[config.mk]
export PLATFORM = sky130hd
export DESIGN_NAME = pipe_hazard_ctrl
export DESIGN_NICKNAME = d
export VERILOG_FILES = /design/src/rtl/pipe_ctrl_pkg.sv /design/src/rtl/load_use_detect.sv /design/src/rtl/pipe_hazard_ctrl.sv
export SDC_FILE = /design/constraint.sdc
export NUM_CORES = 1
export LEC_CHECK = 0
export BUFFER_PORTS_ARGS = -buffer_cell sky130_fd_sc_hd__buf_2
export CORE_UTILIZATION = 55
export CTS_BUF_LIST = sky130_fd_sc_hd__clkbuf_4
export CTS_CLUSTER_DIAMETER = 50
export CTS_CLUSTER_SIZE = 25
export DETAILED_ROUTE_END_ITERATION = 10
export PLACE_DENSITY = 0.95
export SYNTH_ARGS = -nofsm -noshare
export SYNTH_HDL_FRONTEND = slang
export SYNTH_SLANG_ARGS = --single-unit
[constraint.sdc]
create_clock -name clk -period 5.2 [get_ports clk]
set_clock_uncertainty 0.15 [all_clocks]
set_input_delay 1.56 -clock clk [delete_from_list [all_inputs] [get_ports clk]]
set_output_delay 1.56 -clock clk [all_outputs]
set_load 0.01 [all_outputs]
[src/rtl/pipe_ctrl_pkg.sv]
// Shared types and constants for the pipeline stall/flush controller and the
// pipeline registers it steers.
package pipe_ctrl_pkg;

  localparam int REG_AW_DEF = 3;

  // Instruction word loaded into a pipeline register when it is flushed or bubbled.
  localparam logic [31:0] NOP_INSN = 32'h0000_0013;

  typedef enum logic [1:0] {
    ST_RUN,
    ST_DRAIN,
    ST_HALTED
  } state_e;

endpackage

[src/rtl/load_use_detect.sv]
// Flags a decode-stage read of the register that a load currently in EX will write.
module load_use_detect
  import pipe_ctrl_pkg::*;
#(
  parameter int REG_AW = REG_AW_DEF
) (
  input  logic [REG_AW-1:0] id_rs,
  input  logic [REG_AW-1:0] id_rt,
  input  logic              id_rs_used,
  input  logic              id_rt_used,
  input  logic              ex_memread,
  input  logic [REG_AW-1:0] ex_rd,
  output logic              load_use
);

  logic rs_hit;
  logic rt_hit;

  // Register 0 is an ordinary register here, so it takes part in the compare.
  always_comb begin
    rs_hit   = id_rs_used && (id_rs == ex_rd);
    rt_hit   = id_rt_used && (id_rt == ex_rd);
    load_use = ex_memread && (rs_hit || rt_hit);
  end

endmodule

[src/rtl/pipe_hazard_ctrl.sv]
// Stall/flush controller for the 5-stage pipe: priority arbitration of hazards,
// a RUN/DRAIN/HALTED state machine and a saturating stall-cycle counter.
module pipe_hazard_ctrl
  import pipe_ctrl_pkg::*;
#(
  parameter int REG_AW       = REG_AW_DEF,
  parameter int DRAIN_CYCLES = 2,
  parameter int CNT_W        = 16
) (
  input  logic              clk,
  input  logic              rst,
  input  logic [REG_AW-1:0] id_rs,
  input  logic [REG_AW-1:0] id_rt,
  input  logic              id_rs_used,
  input  logic              id_rt_used,
  input  logic              ex_memread,
  input  logic [REG_AW-1:0] ex_rd,
  input  logic              br_taken_ex,
  input  logic              halt_ex,
  input  logic              imem_stall,
  input  logic              dmem_stall,
  output logic              pc_en,
  output logic              ifid_en,
  output logic              ifid_flush,
  output logic              idex_en,
  output logic              idex_bubble,
  output logic              exmem_en,
  output logic              memwb_bubble,
  output logic              halted,
  output logic [CNT_W-1:0]  stall_cycles
);

  localparam int DCW = (DRAIN_CYCLES < 1) ? 1 : $clog2(DRAIN_CYCLES + 1);

  state_e           state_q, state_d;
  logic [DCW-1:0]   drain_cnt_q, drain_cnt_d;
  logic             halted_q, halted_d;
  logic [CNT_W-1:0] stall_cycles_q, stall_cycles_d;

  logic load_use;
  logic pc_en_c, ifid_en_c, ifid_flush_c, idex_en_c, idex_bubble_c, exmem_en_c, memwb_bubble_c;

  load_use_detect #(
    .REG_AW(REG_AW)
  ) u_load_use_detect (
    .id_rs      (id_rs),
    .id_rt      (id_rt),
    .id_rs_used (id_rs_used),
    .id_rt_used (id_rt_used),
    .ex_memread (ex_memread),
    .ex_rd      (ex_rd),
    .load_use   (load_use)
  );

  always_comb begin
    pc_en_c        = 1'b0;
    ifid_en_c      = 1'b0;
    ifid_flush_c   = 1'b0;
    idex_en_c      = 1'b0;
    idex_bubble_c  = 1'b0;
    exmem_en_c     = 1'b0;
    memwb_bubble_c = 1'b0;
    state_d        = state_q;
    drain_cnt_d    = drain_cnt_q;
    halted_d       = halted_q;
    stall_cycles_d = stall_cycles_q;

    case (state_q)
      ST_RUN: begin
        if (dmem_stall) begin
          // Whole pipe frozen; a branch or HALT sitting in EX is simply held.
          memwb_bubble_c = 1'b1;
        end else if (halt_ex) begin
          ifid_en_c     = 1'b1;
          ifid_flush_c  = 1'b1;
          idex_en_c     = 1'b1;
          idex_bubble_c = 1'b1;
          exmem_en_c    = 1'b1;
          state_d       = ST_DRAIN;
          drain_cnt_d   = DCW'(DRAIN_CYCLES);
        end else if (br_taken_ex) begin
          // Squashing the two younger instructions also clears any load-use or
          // fetch-stall condition they carried.
          pc_en_c       = 1'b1;
          ifid_en_c     = 1'b1;
          ifid_flush_c  = 1'b1;
          idex_en_c     = 1'b1;
          idex_bubble_c = 1'b1;
          exmem_en_c    = 1'b1;
        end else if (load_use) begin
          idex_en_c     = 1'b1;
          idex_bubble_c = 1'b1;
          exmem_en_c    = 1'b1;
        end else if (imem_stall) begin
          ifid_en_c    = 1'b1;
          ifid_flush_c = 1'b1;
          idex_en_c    = 1'b1;
          exmem_en_c   = 1'b1;
        end else begin
          pc_en_c    = 1'b1;
          ifid_en_c  = 1'b1;
          idex_en_c  = 1'b1;
          exmem_en_c = 1'b1;
        end

        if (!pc_en_c && (stall_cycles_q != {CNT_W{1'b1}})) begin
          stall_cycles_d = stall_cycles_q + CNT_W'(1);
        end
      end

      ST_DRAIN: begin
        if (dmem_stall) begin
          memwb_bubble_c = 1'b1;
        end else begin
          ifid_en_c     = 1'b1;
          ifid_flush_c  = 1'b1;
          idex_en_c     = 1'b1;
          idex_bubble_c = 1'b1;
          exmem_en_c    = 1'b1;
          if (drain_cnt_q <= DCW'(1)) begin
            state_d     = ST_HALTED;
            drain_cnt_d = '0;
            halted_d    = 1'b1;
          end else begin
            drain_cnt_d = drain_cnt_q - DCW'(1);
          end
        end
      end

      ST_HALTED: begin
        halted_d = 1'b1;
      end

      default: begin
        state_d = ST_RUN;
      end
    endcase
  end

  always_ff @(posedge clk or posedge rst) begin
    if (rst) begin
      state_q        <= ST_RUN;
      drain_cnt_q    <= '0;
      halted_q       <= 1'b0;
      stall_cycles_q <= '0;
    end else begin
      state_q        <= state_d;
      drain_cnt_q    <= drain_cnt_d;
      halted_q       <= halted_d;
      stall_cycles_q <= stall_cycles_d;
    end
  end

  // Controls are forced inactive for as long as reset is held.
  assign pc_en        = pc_en_c        & ~rst;
  assign ifid_en      = ifid_en_c      & ~rst;
  assign ifid_flush   = ifid_flush_c   & ~rst;
  assign idex_en      = idex_en_c      & ~rst;
  assign idex_bubble  = idex_bubble_c  & ~rst;
  assign exmem_en     = exmem_en_c     & ~rst;
  assign memwb_bubble = memwb_bubble_c & ~rst;
  assign halted       = halted_q;
  assign stall_cycles = stall_cycles_q;

endmodule

==> impl_metrics.csv, run 1 <==
group,metric,value,unit
cells_and_area,mostFrequentLayoutCells,"buf_2, dfrtp_1, xor2_1",
die,start_util,59.0,%
place,placed_cells,185,
grt,grt_max_degree,22,
clocking,post_cts_resized,0,
logic_synthesis,syn_nets,139,
run,cap_violations,0,
setup_path,regToRegSetupSlack,2590,ps
setup_path,cpPeakStageDelay,210,ps
outcome,status,"finished, final reports clean",
timing,period_minus_slack,4270,ps
setup_path,critPathLaunchType,"input pin",
min_path,hp-class,"flip-flop to flip-flop",
route,ant_nets,0,
place,io_buffers,41,
timing,slew_headroom,51.7,%
setup_path,critical-path-top-delay-family,"simple AND/OR/NAND/NOR gates",
setup_path,critical_path.endpoint_type,"output port",
die,io_pins,42,
power_and_ir_drop,p_total,0.780,mW
die,dieWidth,48.1,µm
die,rows,16,
cells_and_area,final_cells,189,
grt,grt_pass1_vias,1050,
logic_synthesis,synth_edf_count,0,
power_and_ir_drop,ir_drop,0.374,mV
route,drc,0,
logic_synthesis,netlist_area,0.00117,mm²
clocking,cts_buffer_depth,2,
clocking,cts.hold.buffers_added,0,
timing,rsz0062_at_grt,"false",
clocking,cts_buffers,3,
cells_and_area,stdcell_area,0.00142,mm²
clocking,post-cts-setup-buffer-count,0,
grt,grt_antenna_before_repair,0,
grt,grt_overflow,0,
route,vias_per_cell,5.96,
route,via_count,1126,
die,core,0.00198,mm²
grt,grt_pass1_wl,4240,µm
timing,timing.final.crit_share,82.2,%
logic_synthesis,ys_async_sr_fraction,100,%
setup_path,reg2reg_from,"stall_cycles[0]$_DFFE_PP0P_",
timing,finalSetupViolCount,0,
die,dieHeight,48.1,µm
cells_and_area,fill_cells,139,
logic_synthesis,synth.avg_cell_area,9.74,µm²
cells_and_area,nets,182,
route,wl,2870,µm
setup_path,cp_max_fo,3,
timing,max_freq,234,MHz
logic_synthesis,synth-seq-area-share,45.0,%
cells_and_area,antenna_cells,0,
min_path,hold-path-endpoint,"halted$_DFFE_PP0P_",
setup_path,crit_chain,"buf_2 > xnor2_1 > nand4_1 > nand2_1 > nand2_1 > a21oi_1 > nor4_1 > buf_2",
logic_synthesis,yosys_most_used_dff,"dfrtp_1",
cells_and_area,area_growth,21.1,%
route,dr.first_iter.drc_count,40,
timing,final_max_slew_viol_count,0,
place,dpl_cell_area,0.00139,mm²
setup_path,arrival,2560,ps
min_path,whs_path_depth,1,
logic_synthesis,netlist_instances,120,
timing,hold_viol,0,
clocking,cts_root_buf,"clkbuf_4",
clocking,cts_tree,"built",
timing,tns,0,ps
place,dpl.hpwl,2170,µm
clocking,cts.sinks,21,
clocking,clk_pin_slew,100,ps
timing,worstMarginPinSlew,724,ps
cells_and_area,drive_gt1_share,34.6,%
power_and_ir_drop,power_density,551,mW/mm²
setup_path,critPathRequiredTime,3490,ps
grt,track_usage,26.7,%
power_and_ir_drop,p_leak,0.632,nW
die,dieArea,0.00231,mm²
logic_synthesis,synthDistinctLibCells,32,
clocking,clock_latency,310,ps
setup_path,crit_slowest_cell,"nor4_1",
clocking,h-tree-depth,1,
logic_synthesis,yosysWarnings,0,
min_path,min_from,"halted$_DFFE_PP0P_",
setup_path,worst-path-buf-inv,2,
logic_synthesis,synth-seq-cells,21,
cells_and_area,final_common_cell,"buf_2",
setup_path,worst-path-stages,8,
place,routabilityCongestion,0.770,
timing,holdWs,333,ps
setup_path,r2r-end,"stall_cycles[1]$_DFFE_PP0P_",
setup_path,worst_r2r_path_depth,6,
route,wl_per_cell,15.2,µm
setup_path,critPathKind,"input pin to output port",
route,drt_pass1_iterations,4,
## state kept, by name, summed over array words and instances (netlist names)
| signal | cells |
|---|---|
| halted | 1 |
| drain_cnt_q | 2 |
| state_q | 2 |
| stall_cycles | 16 |
## report_power, final
part	leakage [nW]	switching [mW]	internal, mW
clock	0.0177	0.0501	0.0287
combinational	0.384	0.203	0.146
sequential	0.231	0.113	0.239
total	0.632	0.366	0.414
## worst register-to-register path: stages (launching register included)
cell,delay (ps)
dfrtp_1,430
ha_1,290
nand3_2,170
nor4_2,340
nor4_1,120
nor2_2,600
mux2_1,390
## layout make-up
class	instances	area (µm²)	share of cell area, %
multi-input cells	88	589	41.6
clock inverters	1	5.00	0.354
repair buffers	42	213	15.0
well taps	27	33.8	2.39
clock buffers	3	22.5	1.59
inverters	7	26.3	1.86
flip-flops and latches	21	526	37.1
## cell usage after synthesis (2+ instances only)
cell type | number | area [µm²]
nand4_1 | 6 | 37.5
a21oi_1 | 5 | 25.0
inv_1 | 7 | 26.3
nand2_1 | 11 | 41.3
dfrtp_1 | 21 | 526
nor4_1 | 5 | 31.3
o21ai_0 | 2 | 10.0
nor3_1 | 6 | 30.0
xor2_1 | 12 | 105
nor3_2 | 4 | 40.0
xnor2_1 | 9 | 78.8
a211oi_1 | 2 | 15.0
nor2_1 | 7 | 26.3
nand3_1 | 5 | 25.0
## per-layer routing
metal	track usage, %	part of all wire [%]
met1	28.6	37
met2	48.6	54
met3	7.41	5.8
met4	12.2	2.6
met5	0	0
## stage by stage
step | util [%] | worst slack (ps)
global route | 71.4 | 834
CTS | 71.4 | 920
detailed placement | 70.0 | 932
global placement | 70.0 | 998
finish | 71.4 | 927
floorplan | - | 853
## worst max-delay path by stage
stage / slack [ps] / startpoint / end
CTS: 920 / ex_rd[1] / pc_en
detailed placement: 930 / ex_rd[1] / pc_en
floorplan: 850 / rst / pc_en
global placement: 1000 / ex_rd[1] / pc_en
global route: 830 / ex_rd[1] / pc_en
finish: 930 / ex_rd[1] / pc_en
## cell families (layout without fill, tap and decap cells)
kind of cell	after synthesis	in the layout	synth area share, %
adders and majority gates	1	1	1.07
DFF	21	21	45.0
muxes	2	2	1.93
and+or+nand+nor	51	51	25.1
xor gates and xnor gates	21	21	15.7
buffers and inverters	11	53	4.60
AOI/OAI and AO/OA	13	13	6.64
(Power assumes the default switching activity.)
==> run 2: changes to the inputs <==
Settings changed: ABC_AREA from default to 1, CORE_UTILIZATION 55 to 53, PLACE_DENSITY 0.95 to 0.92.
Clock period 5.2 ns to 4.2 ns, I/O delays scaled along.
==> run 2 against run 1 <==
Against the previous run: clock power up 31%; utilization decreased by 4.9 points; sequential power fell by 18%; power decreased by 16%; via count grew 26%; largest cell class unchanged; register-to-register slack got worse by 690 ps; largest power group unchanged; worst hold slack gained 2.4 ps.
==> impl_metrics.csv, run 2 <==
group,metric,value,unit
die,dieArea,0.00294,mm²
setup_path,cpPeakStageDelay,230,ps
setup_path,critPathRequiredTime,2790,ps
power_and_ir_drop,power_density,389,mW/mm²
power_and_ir_drop,power.net_switching,0.265,mW
logic_synthesis,ys_top_cells_by_count,"nand2_1, inv_1, dfrtp_1, nor2_1, nand4_1",
die,core,0.00252,mm²
die,io_pins,42,
route,wl,2890,µm
timing,tns,0,ps
power_and_ir_drop,power_frac_clock,15.7,%
grt,track_usage,23.2,%
die,start_util,57.2,%
setup_path,regToRegSetupSlack,1900,ps
setup_path,worst_r2r_path_depth,11,
power_and_ir_drop,p_seq_share,44.4,%
setup_path,critPathKind,"input pin to output port",
cells_and_area,fill_cells,249,
logic_synthesis,synthDistinctLibCells,24,
setup_path,crit_slowest_cell,"o21ai_0",
grt,grt_max_degree,23,
setup_path,worst-path-buf-inv,3,
route,wl_per_cell,10.2,µm
setup_path,critical_path.endpoint_type,"output port",
min_path,hp-class,"flip-flop to flip-flop",
timing,finalSetupViolCount,0,
die,dieWidth,54.2,µm
clocking,clock_latency,290,ps
timing,final_max_slew_viol_count,0,
power_and_ir_drop,p_sw_share,40.7,%
route,drt_pass1_iterations,4,
timing,hold_viol,0,
place,io_buffers,41,
route,drc,0,
grt,grt_overflow,0,
timing,timing.final.crit_share,86.1,%
route,via_count,1421,
setup_path,r2r-end,"stall_cycles[3]$_DFFE_PP0P_",
timing,period_minus_slack,3620,ps
place,placed_cells,279,
clocking,cts.sinks,21,
logic_synthesis,synth-seq-area-share,36.4,%
route,ant_nets,0,
clocking,post_cts_resized,0,
logic_synthesis,synth-seq-cells,21,
logic_synthesis,synth.most_common_cell,"nand2_1",
timing,rsz0062_at_grt,"false",
clocking,cts_buffers,3,
clocking,cts_root_buf,"clkbuf_4",
power_and_ir_drop,pwr-share-comb,39.9,%
power_and_ir_drop,p_int,0.387,mW
clocking,h-tree-depth,1,
cells_and_area,stdcell_area,0.00168,mm²
grt,grt_pass1_vias,1224,
logic_synthesis,synth_edf_count,0,
die,dieHeight,54.2,µm
setup_path,critPathLaunchType,"input pin",
logic_synthesis,ys_async_sr_fraction,100,%
clocking,clk_pin_slew,110,ps
clocking,cts.hold.buffers_added,0,
clocking,cts_buffer_depth,2,
cells_and_area,antenna_cells,0,
timing,slew_headroom,48.4,%
logic_synthesis,yosysWarnings,0,
clocking,cts_tree,"built",
cells_and_area,area_growth,16.2,%
place,dpl.hpwl,2220,µm
clocking,post-cts-setup-buffer-count,0,
place,dpl_cell_area,0.00165,mm²
setup_path,reg2reg_from,"stall_cycles[0]$_DFFE_PP0P_",
cells_and_area,drive_gt1_share,22.1,%
timing,worstMarginPinSlew,774,ps
setup_path,critical-path-top-delay-family,"simple AND/OR/NAND/NOR gates",
route,dr.first_iter.drc_count,21,
setup_path,worstSetupEndpoint,"ifid_en",
power_and_ir_drop,ir_drop,0.355,mV
timing,max_freq,276,MHz
cells_and_area,final_cells,283,
route,vias_per_cell,5.02,
setup_path,arrival,2210,ps
cells_and_area,mostFrequentLayoutCells,"nand2_1, buf_2, inv_1",
setup_path,cp_common_cell,"nand2_1",
setup_path,crit_start,"ex_rd[0]",
place,routabilityCongestion,0.848,
logic_synthesis,yosys_most_used_dff,"dfrtp_1",
logic_synthesis,synth.avg_cell_area,6.78,µm²
setup_path,cp_max_fo,4,
cells_and_area,final_common_cell,"nand2_1",
run,cap_violations,0,
grt,grt_pass1_wl,5060,µm
logic_synthesis,synth_top_cell_by_area,"dfrtp_1",
power_and_ir_drop,p_leak,0.948,nW
outcome,status,"finished, final reports clean",
cells_and_area,nets,273,
logic_synthesis,synth_area_leaders,"dfrtp_1, nand2_1, inv_1",
setup_path,worst-path-stages,10,
logic_synthesis,syn_nets,232,
setup_path,crit_chain,"buf_2 > nand2_1 > nand2_1 > nor2_1 > nand2_1 > nand2_1 > nand2_1 > o21ai_0 > inv_1 > buf_2",
logic_synthesis,netlist_instances,213,
die,rows,18,
logic_synthesis,synth.top_cell.area_share,36.4,%
grt,grt_antenna_before_repair,0,
logic_synthesis,netlist_area,0.00144,mm²
cells_and_area,largest_reg_flops,16,
## run 2: cell families (layout without fill, tap and decap cells)
logic type                 count (synthesis)  after routing  synth area share (%)
adders and majority gates                  1              1                 0.866
DFF                                       21             21                  36.4
AOI/OAI and AO/OA                          6              6                  2.51
xor gates and xnor gates                   9              9                  5.46
and+or+nand+nor                          139            139                  43.2
buffers and inverters                     37             77                  11.5
## run 2: area by class of cell
cell class                 instances  area (µm²)  area share, %
multi-input combinational        155         752           44.8
sequential                        21         526           31.3
timing repair buffer              43         220           13.1
inverter                          30         113           6.71
tap                               30        37.5           2.24
clock buffer                       4        30.0           1.79
## run 2: how the worst min path moves through the flow
stage	from	endpoint	slack [ps]	cells after the start
2_1_floorplan	drain_cnt_q[0]$_DFFE_PP0P_	drain_cnt_q[0]$_DFFE_PP0P_	320	2
3_3_place_gp	halted$_DFFE_PP0P_	halted$_DFFE_PP0P_	300	1
3_5_place_dp	halted$_DFFE_PP0P_	halted$_DFFE_PP0P_	310	1
4_1_cts	halted$_DFFE_PP0P_	halted$_DFFE_PP0P_	340	1
5_1_grt	halted$_DFFE_PP0P_	halted$_DFFE_PP0P_	340	1
6_report	halted$_DFFE_PP0P_	halted$_DFFE_PP0P_	340	1
## run 2: power groups by stage
stage | Combinational, mW | Clock (mW) | Sequential, mW
floorplan | 0.182 | 0 | 0.299
detailed placement | 0.260 | 0 | 0.294
global route | 0.299 | 0.118 | 0.299
CTS | 0.263 | 0.106 | 0.290
finish | 0.260 | 0.103 | 0.290
global placement | 0.252 | 0 | 0.294
## run 2: per-stage QoR
step                      setup WS [ps]  hold WS, ps  total power [mW]  util (%)
final                               582          335             0.652      66.5
after global routing                378          341             0.716      66.5
after CTS                           572          336             0.659      66.5
after detailed placement            572          306             0.555      65.3
after global placement              586          301             0.547      65.3
after floorplan                     556          316             0.480         -
## run 2: layer usage
| layer | up-vias | part of all wire [%] | global-route usage (%) |
|---|---|---|---|
| met5 | - | 0 | 0 |
| met4 | 0 | 0.59 | 4.27 |
| met3 | 2 | 2.6 | 3.39 |
| met2 | 18 | 47 | 37.2 |
| met1 | 644 | 50 | 33.2 |
| li1 | 757 | - | - |
## run 2: worst register-to-register path: cells and delay by family (launching register included)
kind / cells / cell delay, ps
adder cells (fa/ha/maj): 1 / 220
buffers and inverters: 1 / 80
flip-flops: 1 / 430
AND/OR/NAND/NOR: 9 / 1380
